$ cat config.mk
export PLATFORM = sky130hd
export DESIGN_NAME = fifo_ctrl
export DESIGN_NICKNAME = d
export VERILOG_FILES = /design/src/rtl/fifo_pkg.sv /design/src/rtl/fifo_mem.sv /design/src/rtl/fifo_ctrl.sv
export SDC_FILE = /design/constraint.sdc
export NUM_CORES = 1
export LEC_CHECK = 0
export ABC_AREA = 1
export CORE_UTILIZATION = 45
export DETAILED_ROUTE_END_ITERATION = 7
export PLACE_DENSITY = 0.63
export SETUP_SLACK_MARGIN = 0.1
export SLEW_MARGIN = 0
export SYNTH_ARGS = -nofsm -noshare
export SYNTH_HDL_FRONTEND = slang
export SYNTH_SLANG_ARGS = --single-unit
$ cat constraint.sdc
create_clock -name clk -period 3.3 [get_ports clk]
set_input_delay 0.825 -clock clk [delete_from_list [all_inputs] [get_ports clk]]
set_output_delay 0.825 -clock clk [all_outputs]
set_load 0.005 [all_outputs]
$ cat src/rtl/fifo_pkg.sv
// fifo_pkg: shared FIFO width/threshold defaults and depth helper
package fifo_pkg;
  localparam int FIFO_DATA_W = 10;
  localparam int FIFO_ADDR_W = 3;
  localparam int FIFO_AF_THR = 6;
  localparam int FIFO_AE_THR = 2;
  function automatic int fifo_depth(input int addr_w);
    return 1 << addr_w;
  endfunction
endpackage

$ cat src/rtl/fifo_mem.sv
// fifo_mem: dual-port array, write port (we/waddr/wdata) and registered read port (re/raddr/rdata), old data on same-address collision
module fifo_mem
  import fifo_pkg::*;
#(
  parameter int DATA_W = FIFO_DATA_W,
  parameter int ADDR_W = FIFO_ADDR_W
) (
  input  logic              clk,
  input  logic              reset_L,
  input  logic              we,
  input  logic [ADDR_W-1:0] waddr,
  input  logic [DATA_W-1:0] wdata,
  input  logic              re,
  input  logic [ADDR_W-1:0] raddr,
  output logic [DATA_W-1:0] rdata
);
  logic [DATA_W-1:0] mem [fifo_depth(ADDR_W)];
  always_ff @(posedge clk) if (we) mem[waddr] <= wdata;
  always_ff @(posedge clk) begin
    if (!reset_L) rdata <= '0;
    else if (re) rdata <= mem[raddr];
  end
endmodule

$ cat src/rtl/fifo_ctrl.sv
// fifo_ctrl: sync FIFO controller; push/data_in in, pop/data_out/valid_out out, registered count and full/empty/almost/err flags
module fifo_ctrl
  import fifo_pkg::*;
#(
  parameter int DATA_W = FIFO_DATA_W,
  parameter int ADDR_W = FIFO_ADDR_W,
  parameter int AF_THR = FIFO_AF_THR,
  parameter int AE_THR = FIFO_AE_THR
) (
  input  logic              clk,
  input  logic              reset_L,
  input  logic              push,
  input  logic [DATA_W-1:0] data_in,
  input  logic              pop,
  output logic [DATA_W-1:0] data_out,
  output logic              valid_out,
  output logic              full,
  output logic              empty,
  output logic              almost_full,
  output logic              almost_empty,
  output logic [ADDR_W:0]   count,
  output logic              overflow_err,
  output logic              underflow_err
);
  localparam logic [ADDR_W:0] FULL_C = (ADDR_W+1)'(fifo_depth(ADDR_W));
  localparam logic [ADDR_W:0] AF_C = (ADDR_W+1)'(AF_THR);
  localparam logic [ADDR_W:0] AE_C = (ADDR_W+1)'(AE_THR);
  logic [ADDR_W-1:0] wr_ptr, rd_ptr;
  logic [ADDR_W:0] count_nxt;
  logic pop_ok, push_ok;
  always_comb begin
    pop_ok = pop & ~empty;
    push_ok = push & (~full | pop_ok);
    count_nxt = (push_ok & ~pop_ok) ? count + (ADDR_W+1)'(1) :
                (pop_ok & ~push_ok) ? count - (ADDR_W+1)'(1) : count;
  end
  always_ff @(posedge clk) begin
    if (!reset_L) begin
      wr_ptr <= '0;
      rd_ptr <= '0;
      count <= '0;
      valid_out <= 1'b0;
      overflow_err <= 1'b0;
      underflow_err <= 1'b0;
      empty <= 1'b1;
      almost_empty <= 1'b1;
      full <= 1'b0;
      almost_full <= 1'b0;
    end else begin
      wr_ptr <= push_ok ? wr_ptr + ADDR_W'(1) : wr_ptr;
      rd_ptr <= pop_ok ? rd_ptr + ADDR_W'(1) : rd_ptr;
      count <= count_nxt;
      valid_out <= pop_ok;
      overflow_err <= push & ~push_ok;
      underflow_err <= pop & ~pop_ok;
      empty <= count_nxt == '0;
      almost_empty <= count_nxt <= AE_C;
      full <= count_nxt == FULL_C;
      almost_full <= count_nxt >= AF_C;
    end
  end
  fifo_mem #(.DATA_W(DATA_W), .ADDR_W(ADDR_W)) u_mem (
    .clk(clk),
    .reset_L(reset_L),
    .we(push_ok),
    .waddr(wr_ptr),
    .wdata(data_in),
    .re(pop_ok),
    .raddr(rd_ptr),
    .rdata(data_out)
  );
endmodule

After elaboration in Yosys (flattened, before gate mapping)
Memory sizes are Yosys's and may differ from the RTL's. A register that Yosys moved wholly into a read port is not among the register bits.
Index checks and enable logic that the tools add are counted.
- output and inout port bits: 21
- bits of input ports: 14
- memories kept: 1
- word-level logic and storage cells: 35
- register bits: 17
- memory bits (writable): 80
- memory list (memory ; words ; bits a word ; read ports ; clocked after Yosys merged registers in ; write ports ; RTL line ; source):
    u_mem.mem ; 8 ; 10 ; 1 ; 1 ; 1 ; fifo_mem.sv:17 ; logic [DATA_W-1:0] mem [fifo_depth(ADDR_W)];
- bitwise operators: 11
- equality and inequality tests: 1
- order comparisons: 2
- mux-type cells: 4
- reduce and logical (&&, ||, !) cells: 2
- $add $sub $neg: 4
- operators by type and width (operator ; number):
    2-to-1 mux 4 bit ; 2
    adder 3 x 1 -> 3 bit, second input constant ; 2
    bitwise AND 1 bit ; 6
    adder 4 x 1 -> 4 bit, second input constant ; 1
    equality test 4 bit, second input constant ; 1
    greater-or-equal comparator 4 x 3 -> 1 bit, second input constant ; 1
    less-or-equal comparator 4 x 2 -> 1 bit, second input constant ; 1
    zero test 4 bit ; 1
    NOT 1 bit ; 4
    subtractor 4 x 1 -> 4 bit, second input constant ; 1
    2-to-1 mux 1 bit ; 2
    zero test 1 bit ; 1
    OR 1 bit ; 1

Depth between registers and ports, before layout
Gate-level depths: netlist of run 1.
- word-level depth: 9
- mapped depth: 10
- mapped depth without buffers: 10

Modules after synthesis
From an unflattened synthesis of run 1, not the netlist that was laid out.
- cell total of the unflattened synthesis: 487
- area, all modules: 4673.2 um^2
- modules (own cells, without submodules) (module ; area an instance (um^2) ; instances ; cells each):
    fifo_mem ; 3861.2 ; 1 ; 376
    fifo_ctrl ; 812.0 ; 1 ; 111

Worst setup path after synthesis of run 1
Ideal clock, no wire load.
- path kind: input-to-reg
- start: input port pop
- end: memory u_mem.mem[0][0] in the netlist's numbering, enable pin
- required time: 2.924 ns
- setup slack: 1.246 ns
- library setup time: 0.376 ns
- path buffers: 0
- arrival time: 1.677 ns
- stages: 6
- cells stage by stage: nand2_4 > nand2_1 > nand2_2 > inv_2 > nand2_1 > nor2_1
- word-level cells in the longest chain between the ends: 5
- ends and longest elaborated chain (item ; RTL line ; source):
    from (decl) ; fifo_ctrl.sv:14 ; input logic pop,
    bitwise AND 1 bit ; fifo_ctrl.sv:32 ; pop_ok = pop & ~empty;
    OR 1 bit ; fifo_ctrl.sv:33 ; push_ok = push & (~full | pop_ok);
    bitwise AND 1 bit ; fifo_ctrl.sv:33 ;
    2-to-1 mux 1 bit ; fifo_mem.sv:18 ; always_ff @(posedge clk) if (we) mem[waddr] <= wdata;
    2-to-1 mux 1 bit (not written as such) ; fifo_mem.sv:18 ;
    to (decl) ; fifo_mem.sv:17 ;
Every way passes these cells.

Worst setup path in the final report of run 1
- start: input port pop
- end: memory u_mem.mem[4][2] in the netlist's numbering, enable pin
Same word-level chain as after synthesis.

==> qor.csv, run 1 <==
stage,metric,value,unit
sta,Worst Max-Slew Pin Slew,735,ps
place,post-DP HPWL,6.02,mm
clocking,Setup Buffers After CTS,0,
clocking,CTS Buffer Depth,2,
yosys,"top cells by count, synth","96 x nor2_1, 80 x edfxtp_1, 46 x o21ai_0",
clocking,clk root buf,clkbuf_8,
global_routing,initial antenna violation count,0,
routing,Initial DRT Pass Iterations,4,
sta,Setup TNS Final,0,ps
routing,Antenna Nets Post-Route,0,
setup_path,cell repeated most along the worst path,nand2_1,
floorplanning,Top Ports,35,
setup_path,crit path DAT,2480,ps
place,GPL Wtd Cong,0.795,
setup_path,Required @ worst endpoint,3390,ps
run,max-cap viol count,0,
floorplanning,core area,9240,um^2
pwr,Pwr Density,617,nW/um^2
setup_path,"critical path fanouts, max",8,
yosys,"FF+latch count, synth",107,
clocking,CTS tree,yes,
floorplanning,die area,9970,um^2
yosys,largest area contributor in the netlist,edfxtp_1,
routing,DR vias/cell,5.03,
setup_path,CP Launch Type,input pin,
setup_path,crit-path cells,clkdlybuf4s50_1 -> nand2_4 -> nand2_1 -> nand2_2 -> inv_2 -> nand2_1 -> nor2_1 -> buf_4,
sta,RSZ-0062 raised after global routing,false,
place,port bufs,34,
sta,worst hold margin,514,ps
yosys,cells after synthesis,404,
floorplanning,Initial Utilization,0.466,
place,Place WS,517,ps
pwr,Overall Power,3.10,mW
yosys,syn avg cell area,10.7,um^2
routing,drt wl/cell,15.3,um
yosys,ys flop type,edfxtp_1,
final_layout,nets@finish,461,
hold_path,hold crit path type,reg2reg,
clocking,Num CTS Buffers,9,
final_layout,final core occ,0.544,
pwr,P_leak,1.83,nW
yosys,mapped cell area,4310,um^2
sta,Slew HR,0.510,
sta,min cycle time layout,2400,ps
sta,setup violators final,0,
yosys,Yosys top cell area share,0.558,
sta,Final period util,0.726,
sta,Final WS setup,905,ps
yosys,yosys warns,0,
floorplanning,site row count,35,
yosys,"FFs w/ async S/R, synth",0,
floorplanning,Chip Width,99.8,um
final_layout,fillers,817,
global_routing,vias in the first global route,2834,
pwr,peak supply drop,0.348,mV
yosys,sequential area share after synthesis,0.683,
global_routing,first-pass GRT wire length,14.2,mm
clocking,"Hold-fix buffers, CTS",0,
global_routing,global route overflow,0,
global_routing,largest net degree at the start of global routing,43,
sta,Max Clock Freq,418,MHz
run_status,status,"complete, no violations",
sta,skew final,11.5,ps
routing,drt total wl,8.85,mm
yosys,Post-synth EDFFs,80,
yosys,Synth cell types,25,
global_routing,Total GRT Usage,0.192,
setup_path,Crit-path slowest cell,clkdlybuf4s50_1,
hold_path,worst hold stages,2,
clocking,CTS sink count,107,
setup_path,CP endpoint kind,register,
clocking,Clock Latency Late Sink,370,ps
final_layout,area grow syn2layout,16.6,%
clocking,"CTS clk-pin slew, worst paths",100,ps
setup_path,CP peak stage delay,540,ps
sta,Final Max Tran Viols,0,
setup_path,worst-case reg-to-reg path depth,6,
routing,vias,2901,
setup_path,critical path class,in2reg,
final_layout,register area,2940,um^2
sta,Final Hold Viols,0,
yosys,Synth area leaders,"edfxtp_1 56%, dfxtp_1 13%, nor2_1 8.4%",
yosys,Post-Syn Nets,422,
yosys,"count leader, synth",nor2_1,
clocking,CTS resizes,0,
final_layout,Antenna diodes,0,
routing,number of remaining DRC errors,0,
clocking,H-tree depth,3,
final_layout,multi-input logic area,1190,um^2
routing,First DRT Iteration DRCs,132,
floorplanning,die height,99.8,um
final_layout,share of cells above drive strength 1,0.100,
==> path summary, 6_finish.rpt <==
| check | slack [ps] | from | to |
|---|---|---|---|
| worst min-delay path | 510 | wr_ptr[0] | wr_ptr[0] |
| worst max-delay path | 900 | pop | u_mem.mem[4][2] |
| worst max register to register | 1420 | rd_ptr[0] | u_mem.rdata[8] |
| worst min register to register | 510 | wr_ptr[0] | wr_ptr[0] |
==> kinds of logic after synthesis <==
| kind of cell | Yosys count | synth area share |
|---|---|---|
| buffers and inverters | 41 | 0.0401 |
| XOR/XNOR | 1 | 0.00203 |
| flip-flops | 107 | 0.683 |
| adder cells (fa/ha/maj) | 4 | 0.0116 |
| AND/OR/NAND/NOR | 179 | 0.179 |
| AO/OA/AOI/OAI | 72 | 0.0837 |
==> stage by stage <==
step                instance area, um^2  std cells
global placement                   4810        561
finish                             5020        577
CTS                                5020        577
detailed placement                 4810        561
floorplan                          4310        404
global route                       5020        577
==> sequential cells by signal (all words and copies together) (netlist names) <==
signal and count:
u_mem.mem 80, u_mem.rdata 10, count 4, rd_ptr 3, wr_ptr 3, almost_empty 1, almost_full 1, empty 1
full 1, overflow_err 1, underflow_err 1, valid_out 1
==> layer usage <==
layer / up-vias / GRT usage / wire [um]
met5: - / 0 / 0
li1: 1451 / - / -
met2: 54 / 0.343 / 4580
met3: 9 / 0.0467 / 346
met1: 1387 / 0.230 / 3810
met4: 0 / 0.0532 / 109
==> cell usage in the layout, fill, tap and decap left out, drive strengths merged, types with 4 or more instances in the layout <==
cell type,synthesis,final
inv,23,26
clkbuf,12,10
ha,4,4
o21ai,54,54
nor2,98,98
edfxtp,80,80
clkdlybuf4s50,0,34
nand3,32,32
buf,6,12
nand2,46,46
dfxtp,27,27
a21oi,18,18
==> critical path: cells and delay by family <==
kind | cells | cell delay (ps)
buffers and inverters | 3 | 850
AND/OR/NAND/NOR | 5 | 800
==> power breakdown <==
| part | leakage [nW] | total [mW] | switching (mW) | internal [mW] |
|---|---|---|---|---|
| Sequential | 0.949 | 1.59 | 0.0515 | 1.54 |
| Clock | 0.102 | 0.823 | 0.455 | 0.368 |
| Combinational | 0.781 | 0.683 | 0.410 | 0.272 |
==> layout make-up <==
class,instances,share of cell area
Inverter,23,0.0172
Clock inverter,6,0.0164
Timing Repair Buffer,46,0.0857
Multi-Input combinational cell,256,0.237
Tap cell,129,0.0321
Sequential cell,107,0.586
Clock buffer,10,0.0254
Power figures use the tool's default switching activity.
==> run 2: changes to the inputs <==
Settings changed: PLACE_DENSITY 0.63 to 0.66.
Clock period 3.3 ns to 2.12 ns, I/O delays scaled along.
==> run 2 against run 1 <==
  * Core utilization grew 0.88 points
  * Sequential power grew 56%
  * Global-route usage shrank 0.12 points
  * Critical path type is now reg2out
  * Largest cell class unchanged
==> qor.csv, run 2 (synthesis results as in run 1) <==
stage,metric,value,unit
setup_path,r2r setup slk,540,ps
floorplanning,die height,99.8,um
final_layout,Largest regs,"u_mem.mem (80), u_mem.rdata (10), count (4)",
final_layout,fillers,797,
clocking,CTS resizes,0,
pwr,Pwr Density,925,nW/um^2
floorplanning,Top Ports,35,
routing,DR vias/cell,5.04,
setup_path,RR Endpoint,u_mem.rdata[4],
setup_path,CP Launch Type,register,
final_layout,Antenna diodes,0,
routing,Antenna Nets Post-Route,0,
clocking,CTS Buffer Depth,2,
sta,min cycle time layout,1950,ps
sta,Worst Max-Slew Pin Slew,658,ps
place,GPL Wtd Cong,0.803,
setup_path,crit path DAT,1420,ps
setup_path,Crit Reg-Reg Startpoint,rd_ptr[0],
sta,skew final,10.6,ps
final_layout,"most common cell after layout, fill and taps aside",nor2_1,
setup_path,"critical path fanouts, max",7,
routing,Initial DRT Pass Iterations,4,
pwr,peak supply drop,0.445,mV
routing,drt total wl,8.94,mm
final_layout,area grow syn2layout,18.5,%
final_layout,register area,2940,um^2
clocking,Setup Buffers After CTS,0,
global_routing,largest net degree at the start of global routing,43,
setup_path,CP endpoint kind,output port,
routing,drt wl/cell,15.1,um
hold_path,hold crit path type,reg2reg,
pwr,Overall Power,4.72,mW
place,post-DP HPWL,6.30,mm
setup_path,Worst Path Buf+Inv,1,
sta,Final Hold Viols,0,
floorplanning,core area,9240,um^2
clocking,Num CTS Buffers,9,
place,Place WS,-51.6,ps
place,port bufs,34,
clocking,H-tree depth,3,
sta,RSZ-0062 raised after global routing,false,
setup_path,"CP delay by family, top",buffers and inverters,
setup_path,critical path class,reg2out,
final_layout,Largest register FFs,80,
global_routing,first-pass GRT wire length,14.0,mm
final_layout,multi-input logic area,1190,um^2
run_status,status,"complete, no violations",
hold_path,worst hold start,wr_ptr[0],
clocking,clk root buf,clkbuf_8,
global_routing,Total GRT Usage,0.190,
setup_path,Critical path origin,count[2],
routing,number of remaining DRC errors,0,
setup_path,Required @ worst endpoint,1590,ps
routing,vias,2979,
clocking,CTS tree,yes,
global_routing,vias in the first global route,2827,
setup_path,CP peak stage delay,560,ps
setup_path,worst setup path end,count[2],
setup_path,Crit-path slowest cell,clkdlybuf4s50_1,
sta,Slew HR,0.561,
sta,Final WS setup,168,ps
floorplanning,Initial Utilization,0.466,
global_routing,global route overflow,0,
setup_path,CP Depth,1,
clocking,"CTS clk-pin slew, worst paths",100,ps
clocking,Clock Latency Late Sink,370,ps
floorplanning,site row count,35,
clocking,CTS sink count,107,
global_routing,initial antenna violation count,0,
setup_path,worst-case reg-to-reg path depth,7,
sta,Max Clock Freq,512,MHz
sta,Final period util,0.921,
final_layout,Top reg by flops,u_mem.mem,
floorplanning,Chip Width,99.8,um
final_layout,share of cells above drive strength 1,0.130,
floorplanning,die area,9970,um^2
routing,First DRT Iteration DRCs,192,
clocking,"Hold-fix buffers, CTS",0,
pwr,P_leak,1.89,nW
sta,setup violators final,0,
run,max-cap viol count,0,
final_layout,nets@finish,475,
setup_path,crit-path cells,clkdlybuf4s50_1,
sta,Final Max Tran Viols,0,
final_layout,most frequent cells in the layout,"96 x nor2_1, 80 x edfxtp_1, 46 x o21ai_0",
run 2: cell types whose count changed in the layout (fill, tap and decap cells not counted):
cell,change
clkinvlp_4,+2
buf_4,+14
inv_6,-1
clkbuf_8,+1
clkbuf_1,-1
clkinv_8,-1
clkinv_4,+2
inv_8,-1
bufinv_16,-1
run 2: power breakdown:
part / internal, mW / switching (mW)
sequential: 2.40 / 0.0830
combinational: 0.448 / 0.628
clock: 0.467 / 0.697
total: 3.31 / 1.41
run 2: area by class of cell:
type / instances / share of cell area
flip-flops and latches: 107 / 0.577
inverters: 23 / 0.0169
clock buffers: 10 / 0.0270
repair buffers: 60 / 0.105
clock inverters: 6 / 0.00956
well taps: 129 / 0.0316
multi-input cells: 256 / 0.233
run 2: worst min-delay path by stage:
stage,endpoint,slack [ps],cells after the start
6_report,wr_ptr[0],520,2
5_1_grt,u_mem.rdata[5],540,2
4_1_cts,wr_ptr[0],520,2
3_5_place_dp,wr_ptr[0],500,2
3_3_place_gp,wr_ptr[0],480,2
2_1_floorplan,wr_ptr[0],460,2
run 2: per-stage QoR:
step                 util  setup TNS (ps)  hold slack [ps]  instance area (um^2)  cells
global placement    0.532            -760              485                  4920    575
global route        0.552               0              537                  5100    591
finish              0.552               0              517                  5100    591
floorplan               -               0              461                  4310    404
CTS                 0.552               0              516                  5100    591
detailed placement  0.532            -790              500                  4920    575
run 2: metal layers:
metal	track usage	vias to the layer above	share of wire
met5	0	-	0
met3	0.0334	16	0.060
met1	0.238	1397	0.43
li1	-	1479	-
met2	0.324	87	0.49
met4	0.0871	0	0.020
run 2: tightest hold or removal path, stage by stage, from the launching register on:
cell and delay (ps):
dfxtp_1 340, nand2_1 70, a21oi_1 60
==> run 3: changes to the inputs <==
Settings changed: SKIP_LAST_GASP set to 1.
==> results of run 3 <==
Final layout, timing and power as in run 2 (identical DEF).
